[src/rtl/div_seq_pkg.sv]
// Shared definitions for the sequential divider: FSM states, default width
// and the iteration-counter width helper.
package div_seq_pkg;

    localparam int DIV_WIDTH = 32;

    typedef enum logic [1:0] {
        IDLE = 2'd0,
        RUN  = 2'd1,
        DONE = 2'd2
    } state_t;

    // One extra bit so the counter can hold WIDTH itself.
    function automatic int cnt_width(input int width);
        return $clog2(width) + 1;
    endfunction

endpackage

[src/rtl/div_seq_step.sv]
// One restoring-division iteration: shift in the next dividend bit, then try
// to subtract the divisor using a parallel-prefix (lookahead) adder.
module div_step #(
    parameter int WIDTH = 32
) (
    input  logic [WIDTH-1:0] rem,
    input  logic             quo_msb,
    input  logic [WIDTH-1:0] divisor,
    output logic [WIDTH-1:0] rem_next,
    output logic             quo_bit
);

    localparam int LVLS = $clog2(WIDTH);

    logic [WIDTH-1:0] shifted_lo;
    logic [WIDTH-1:0] g_all;
    logic [WIDTH-1:0] p_all;
    logic [WIDTH:0]   carry;
    logic [WIDTH-1:0] sum;

    assign shifted_lo = {rem[WIDTH-2:0], quo_msb};

    // Prefix tree over the low WIDTH bits of (shifted + ~divisor); the top bit
    // of the WIDTH+1-bit trial is handled separately as rem[MSB] ^ 1 ^ carry.
    for (genvar l = 0; l <= LVLS; l++) begin : lvl
        logic [WIDTH-1:0] g;
        logic [WIDTH-1:0] p;
        if (l == 0) begin : base
            assign g = shifted_lo & ~divisor;
            assign p = shifted_lo ^ ~divisor;
        end else begin : merge
            localparam int D = 1 << (l - 1);
            assign g = lvl[l-1].g | (lvl[l-1].p & {lvl[l-1].g[WIDTH-1-D:0], {D{1'b0}}});
            assign p = lvl[l-1].p & {lvl[l-1].p[WIDTH-1-D:0], {D{1'b1}}};
        end
    end

    assign g_all = lvl[LVLS].g;
    assign p_all = lvl[LVLS].p;

    // Carry-in is 1 (two's-complement subtract), so each carry is G | P.
    assign carry = {g_all | p_all, 1'b1};
    assign sum   = lvl[0].p ^ carry[WIDTH-1:0];

    // Trial is non-negative exactly when its sign bit is clear.
    assign quo_bit  = rem[WIDTH-1] ^ carry[WIDTH];
    assign rem_next = quo_bit ? sum : shifted_lo;

endmodule

[src/rtl/div_seq.sv]
// Multicycle signed divider: magnitudes are divided by shift-and-subtract,
// one quotient bit per cycle, and signs are restored on the way out.
module div_seq
    import div_seq_pkg::*;
#(
    parameter int WIDTH = DIV_WIDTH
) (
    input  logic             clock,
    input  logic             reset_n,
    input  logic             ctrl_div,
    input  logic [WIDTH-1:0] data_a,
    input  logic [WIDTH-1:0] data_b,
    output logic [WIDTH-1:0] data_quotient,
    output logic [WIDTH-1:0] data_remainder,
    output logic             data_exception,
    output logic             data_ready,
    output logic             busy
);

    localparam int            CW   = cnt_width(WIDTH);
    localparam logic [CW-1:0] LAST = CW'(WIDTH - 1);

    state_t           state;
    state_t           state_nxt;
    logic [CW-1:0]    count;
    logic [WIDTH-1:0] divisor;
    logic [WIDTH-1:0] rem;
    logic [WIDTH-1:0] quo;
    logic [WIDTH-1:0] rem_step;
    logic             quo_bit;
    logic             sign_q;
    logic             sign_r;
    logic             div_zero;
    logic             load;
    logic             step;
    logic             finish;
    logic [WIDTH-1:0] mag_a;
    logic [WIDTH-1:0] mag_b;

    // |-2^(WIDTH-1)| is 2^(WIDTH-1), which fits in WIDTH bits unsigned.
    assign mag_a = data_a[WIDTH-1] ? -data_a : data_a;
    assign mag_b = data_b[WIDTH-1] ? -data_b : data_b;

    div_step #(
        .WIDTH (WIDTH)
    ) u_step (
        .rem      (rem),
        .quo_msb  (quo[WIDTH-1]),
        .divisor  (divisor),
        .rem_next (rem_step),
        .quo_bit  (quo_bit)
    );

    // NOTE: sequential state uses non-blocking assignments so every register
    // samples pre-edge values regardless of process ordering.
    always_ff @(posedge clock or negedge reset_n) begin
        if (!reset_n) begin
            state <= IDLE;
        end else begin
            state <= state_nxt;
        end
    end

    // NOTE: every always_comb output gets a default first so no path infers a latch.
    always_comb begin
        state_nxt = state;
        if (ctrl_div) begin
            state_nxt = (data_b == '0) ? DONE : RUN;
        end else begin
            case (state)
                RUN:     if (count == LAST) state_nxt = DONE;
                DONE:    state_nxt = IDLE;
                default: state_nxt = state;
            endcase
        end
    end

    // A start pulse in any state abandons whatever is running.
    always_comb begin
        load   = ctrl_div;
        step   = (state == RUN) && !ctrl_div;
        finish = (state == DONE) && !ctrl_div;
        busy   = (state != IDLE);
    end

    always_ff @(posedge clock or negedge reset_n) begin
        if (!reset_n) begin
            count    <= '0;
            divisor  <= '0;
            rem      <= '0;
            quo      <= '0;
            sign_q   <= 1'b0;
            sign_r   <= 1'b0;
            div_zero <= 1'b0;
        end else if (load) begin
            count    <= '0;
            divisor  <= mag_b;
            rem      <= '0;
            quo      <= mag_a;
            sign_q   <= data_a[WIDTH-1] ^ data_b[WIDTH-1];
            sign_r   <= data_a[WIDTH-1];
            div_zero <= (data_b == '0);
        end else if (step) begin
            count <= count + CW'(1);
            rem   <= rem_step;
            quo   <= {quo[WIDTH-2:0], quo_bit};
        end
    end

    // Results are registered once in DONE and held until the next completion.
    always_ff @(posedge clock or negedge reset_n) begin
        if (!reset_n) begin
            data_quotient  <= '0;
            data_remainder <= '0;
            data_exception <= 1'b0;
            data_ready     <= 1'b0;
        end else begin
            data_ready <= finish;
            if (finish) begin
                data_quotient  <= div_zero ? '0 : (sign_q ? -quo : quo);
                data_remainder <= sign_r ? -rem : rem;
                data_exception <= div_zero;
            end
        end
    end

    a_ready_idle: assert property (@(posedge clock) disable iff (!reset_n)
        data_ready |-> !busy);

endmodule

[config.mk]
export PLATFORM = sky130hd
export DESIGN_NAME = div_seq
export DESIGN_NICKNAME = d
export VERILOG_FILES = /design/src/rtl/div_seq_pkg.sv /design/src/rtl/div_seq_step.sv /design/src/rtl/div_seq.sv
export SDC_FILE = /design/constraint.sdc
export NUM_CORES = 1
export LEC_CHECK = 0
export ABC_CLOCK_PERIOD_IN_PS = 9250
export BUFFER_PORTS_ARGS = -buffer_cell sky130_fd_sc_hd__buf_2
export CAP_MARGIN = 20
export CORE_MARGIN = 1.5
export CORE_UTILIZATION = 55
export DETAILED_ROUTE_END_ITERATION = 10
export GPL_ROUTABILITY_DRIVEN = 0
export PLACE_DENSITY = 0.87
export RECOVER_POWER = 100
export SYNTH_ARGS = -nofsm -noshare
export SYNTH_HDL_FRONTEND = slang
export SYNTH_SLANG_ARGS = --single-unit
[constraint.sdc]
create_clock -name clock -period 9.25 [get_ports clock]
set_clock_uncertainty 0.1 [all_clocks]
set_input_delay 0.925 -clock clock [delete_from_list [all_inputs] [get_ports clock]]
set_output_delay 0.925 -clock clock [all_outputs]
set_load 0.1 [all_outputs]
# [Word-level counts from Yosys, hierarchy flattened]
# Index checks and enable logic that the tools add are counted.
[totals] in_bits=67 ff_bits=173 output_inout_bits=67 elab_cells=67
[classes] n_reduce_logical=8 add_sub_neg=5 mux=16 eq_ne=4 bitwise=22
[ops] operator="32-bit AND" n=11
[ops] operator="32-bit 2-to-1 mux" n=10
[ops] operator="32-bit OR" n=6
[ops] operator="32-bit negation" n=4
[ops] operator="32-bit XOR" n=2
[ops] operator="32-bit logical NOT" n=1
[ops] operator="32-bit NOT" n=1
[ops] operator="6-bit 2-to-1 mux" n=2
[ops] operator="6-bit by 1-bit adder with 6-bit output, second input constant" n=1
[ops] operator="6-bit by 5-bit == test with 1-bit output, second input constant" n=1
[ops] operator="2-bit 2-to-1 mux" n=3
[ops] operator="2-bit one-hot mux with 2 select lines" n=1
[ops] operator="2-bit nonzero test" n=2
[ops] operator="3-bit inequality test, second input constant" n=1
[ops] operator="3-bit nonzero test" n=1
[ops] operator="2-bit by 1-bit == test with 1-bit output, second input constant" n=1
[ops] operator="2-bit == test, second input constant" n=1
[ops] operator="1-bit logical AND" n=2
[ops] operator="2-bit AND reduction" n=1
[ops] operator="1-bit XOR" n=2
[ops] operator="1-bit logical NOT" n=1

# [Longest topological paths before layout]
[depth] depth_word=17 depth_mapped=12 ltp_nobuf=10

# [Hierarchy]
# Synthesis repeated with hierarchy kept, for this count alone.
[unflattened] hier_cells=1370 hier_area_um2=11922.7
[modules_own_cells] module="div_seq" seq_area_each_um2=4329.2 n_inst=1 cells_per_inst=1050 area_each_um2=9455.3
[modules_own_cells] module="div_step" seq_area_each_um2=0.0 n_inst=1 cells_per_inst=320 area_each_um2=2467.4

# [Worst setup path after synthesis]
# OpenSTA, ideal clock, no wires.
[synth_timing] kind="input to register" from="input data_b[6]" to="register divisor[21]" t_arrival_ps=3061 setup_ps=137 t_required_ps=9013 path_stages=7 n_path_buf=0 slack_ps=5952 path_cell_list="or4_1 > or3_1 > or3_1 > or3_1 > o31ai_1 > xor2_1 > a21oi_1"
[synth_via] elab_chain_cells=2
[synth_rtl] element="start, declared" line="div_seq.sv:12" text="input logic [WIDTH-1:0] data_b,"
[synth_rtl] element="32-bit negation" line="div_seq.sv:42" text="assign mag_b = data_b[WIDTH-1] ? -data_b : data_b;"
[synth_rtl] element="32-bit 2-to-1 mux" line="div_seq.sv:42"
[synth_rtl] element="end signal, assigned" line="div_seq.sv:97" text="divisor <= mag_b;"
[synth_rtl] element="end, declared" line="div_seq.sv:26" text="logic [WIDTH-1:0] divisor;"
# No other way between the ends.
# A chain may end at the register's enable or synchronous reset.

==> summary.txt <==
Startpoint types = input port
Top_reg_cell synth = dfrtp_1
Setup violations, final = 0
Chip Width = 147 µm
Max Transition Viols Final = 272
Worst setup EP type = async pin
Total core area = 0.0204 mm²
Mapped Area = 0.0115 mm²
HPWL reported at the end of detailed placement = 21,500 µm
Routed vias = 10.6k
FMAX = 0.188 GHz
First DRT Iteration DRCs = 1,212
Clk slew on worst S/H paths = 0.07 ns
RSZ-0062 raised after global routing = false
Most common cell in the netlist = nand2_1
Clock root cell = clkbuf_16
FF-to-FF Start = rem[6]$_DFFE_PN0P_
RR Endpoint = rem[19]$_DFFE_PN0P_
Final Hold Fails = 0
Post-cts resize count = 0
Synth area leader = dfrtp_1
Critical path cell sequence = clkbuf_1 > clkbuf_1 > buf_16
Post-CTS setup buffer count = 0
H-Tree Depth = 4
Seq/Total Area, Yosys = 0.377
Pin count of the biggest net entering global routing = 107
Worst r2r path cells = 9
Max_slew headroom = -2.28
Crit-path slowest cell = clkbuf_1
Synth top area share = 0.377
Worst skew pair latency = 0.44 ns
Maxcap violations = 4
Hold wc startpoint = data_remainder[29]$_DFFE_PN0P_
IO Pins = 134
Standard-cell row count = 52
Max stage delay on crit path = 3.38 ns
Setup CP Type = in -> async
Pwr/cell area = 209 mW/mm²
Yosys cell types = 71
LEAKAGE = 5.60 nW
Post-DR wirelength/cell = 17.6 µm
Syn-to-layout area delta = 11.4%
Global-route wire length before repair = 49,700 µm
Initial antenna violation count = 0
Peak VDD IR = 0.000141 V
Global router's overall resource usage = 0.281
PortBufs = 133
Register bit total from synthesis = 173
First drt pass iteration count = 8
CTS tree = done
Hold Path Cell Cnt = 2
Final Core Density = 0.628
Worst path required time = 9.75 ns
Hold/Removal Path Class = reg -> reg
Status = finished, violations left
Total routed wirelength = 30,500 µm
Ranking of synthesized cells by area = dfrtp_1 (38%), o21ai_0 (7.5%), xor2_1 (6.0%)
Period minus WS final = 5.31 ns
Antenna Diode Count = 0
Vias per Instance = 6.14
Initial Util = 0.563
Longest Clk Path Bufs = 2
Fraction of layout cells with a size suffix above 1 = 0.0854
CTS Hold Bufs = 0
Post-Syn Instances = 1,367
Inserted Clock Buffers = 17
Post-route ant nets = 0
Fin crit share = 0.574
Syn. warnings = 0
R2r setup slk = 5.31 ns
Asr flop ratio synth = 1.00
Worst path arrival time = 5.81 ns
Final nets = 1,556
Die height = 147 µm
CP delay by family, top = buffers and inverters
Final TNS setup = 0 ns
Residual DRC = 0
# clock sinks = 173
Global route overflow = 0
Worst slew pin tran = 4.92 ns
Synth cell count leaders = nand2_1 (179), dfrtp_1 (173), o21ai_0 (173)
Synth Area per Inst = 8.39 µm²
Worst Hold End = data_remainder[29]$_DFFE_PN0P_
Die ar. = 0.0217 mm²
EDFF count, synth = 0
Vias in the first global route = 9,790
Crit path buffers/inverters = 3
Post-synth net total = 1,472
Crit path top cell by count = clkbuf_1
Failing checks = max-capacitance violations, max-slew violations
CP Max Fanout = 90
-- flip-flops by register name, indices dropped and copies added (netlist names) --
register and flops:
count 6, sign_q 1, data_remainder 32, sign_r 1, state 2, data_quotient 32
quo 32, rem 32, div_zero 1, divisor 32, data_ready 1, data_exception 1
-- area by class of cell --
cell class                 instances  area (µm²)
inverter                          56         210
sequential                       173        4330
clock buffer                      18         439
tap                              270         338
clock inverter                    14         153
multi-input combinational       1060        6650
fill                            1729        7580
timing repair buffer             143         659
-- worst max path at each step --
| stage | start | to | cells after the start |
|---|---|---|---|
| global placement | ctrl_div | data_quotient[17]$_DFFE_PN0P_ | 8 |
| finish | reset_n | quo[28]$_DFFE_PN0P_ | 3 |
| CTS | rem[1]$_DFFE_PN0P_ | rem[7]$_DFFE_PN0P_ | 10 |
| floorplan | data_b[6] | divisor[21]$_DFFE_PN0P_ | 7 |
| global route | reset_n | quo[28]$_DFFE_PN0P_ | 3 |
| detailed placement | ctrl_div | data_quotient[10]$_DFFE_PN0P_ | 8 |
-- power breakdown --
| group | switching (mW) | internal (mW) |
|---|---|---|
| clock | 0.347 | 0.367 |
| combinational | 0.597 | 0.380 |
| sequential | 0.149 | 0.833 |
-- layer usage --
layer	track usage	vias to the layer above	wire (µm)
met4	0.0780	0	581
li1	-	5066	-
met3	0.0556	75	2880
met1	0.420	4961	13700
met5	0	-	0
met2	0.416	544	13300
-- layout by cell type, fill, tap and decap left out, drive strengths merged, types with 61 or more instances in the layout --
| cell type | synthesis | routed |
|---|---|---|
| inv | 55 | 61 |
| nor2 | 104 | 104 |
| a21oi | 66 | 66 |
| dfrtp | 173 | 173 |
| buf | 15 | 68 |
| nand2 | 179 | 179 |
| xor2 | 79 | 79 |
| clkbuf | 63 | 93 |
| xnor2 | 61 | 61 |
| o21ai | 176 | 176 |
-- worst register-to-register path: cells and delay by family (launching register included) --
kind / cells / cell delay (ns)
AOI/OAI and AO/OA: 5 / 1.43
adders and majority gates: 1 / 0.41
DFF: 1 / 0.47
and+or+nand+nor: 3 / 1.26
-- per-stage QoR --
step / worst slack, ns / instances / total power, mW / hold slack, ns / area (µm²)
3_3_place_gp: 5.49 / 1701 / 1.88 / 0.354 / 12300
6_report: 3.94 / 1734 / 2.67 / 0.380 / 12800
4_1_cts: 5.43 / 1733 / 2.64 / 0.382 / 12900
3_5_place_dp: 5.37 / 1701 / 1.92 / 0.365 / 12300
5_1_grt: 2.97 / 1734 / 2.81 / 0.406 / 12800
2_1_floorplan: 5.95 / 1367 / 1.65 / 0.376 / 11500
-- cell families (layout without fill, tap and decap cells) --
group,Yosys count,count (layout),synth area share
buf+inv,134,231,0.0441
compound gates,405,405,0.220
fa+ha+maj,38,38,0.0415
simple gates,449,449,0.185
mux,28,28,0.0244
flops,173,173,0.377
xor+xnor,140,140,0.107
Power figures use the tool's default switching activity.
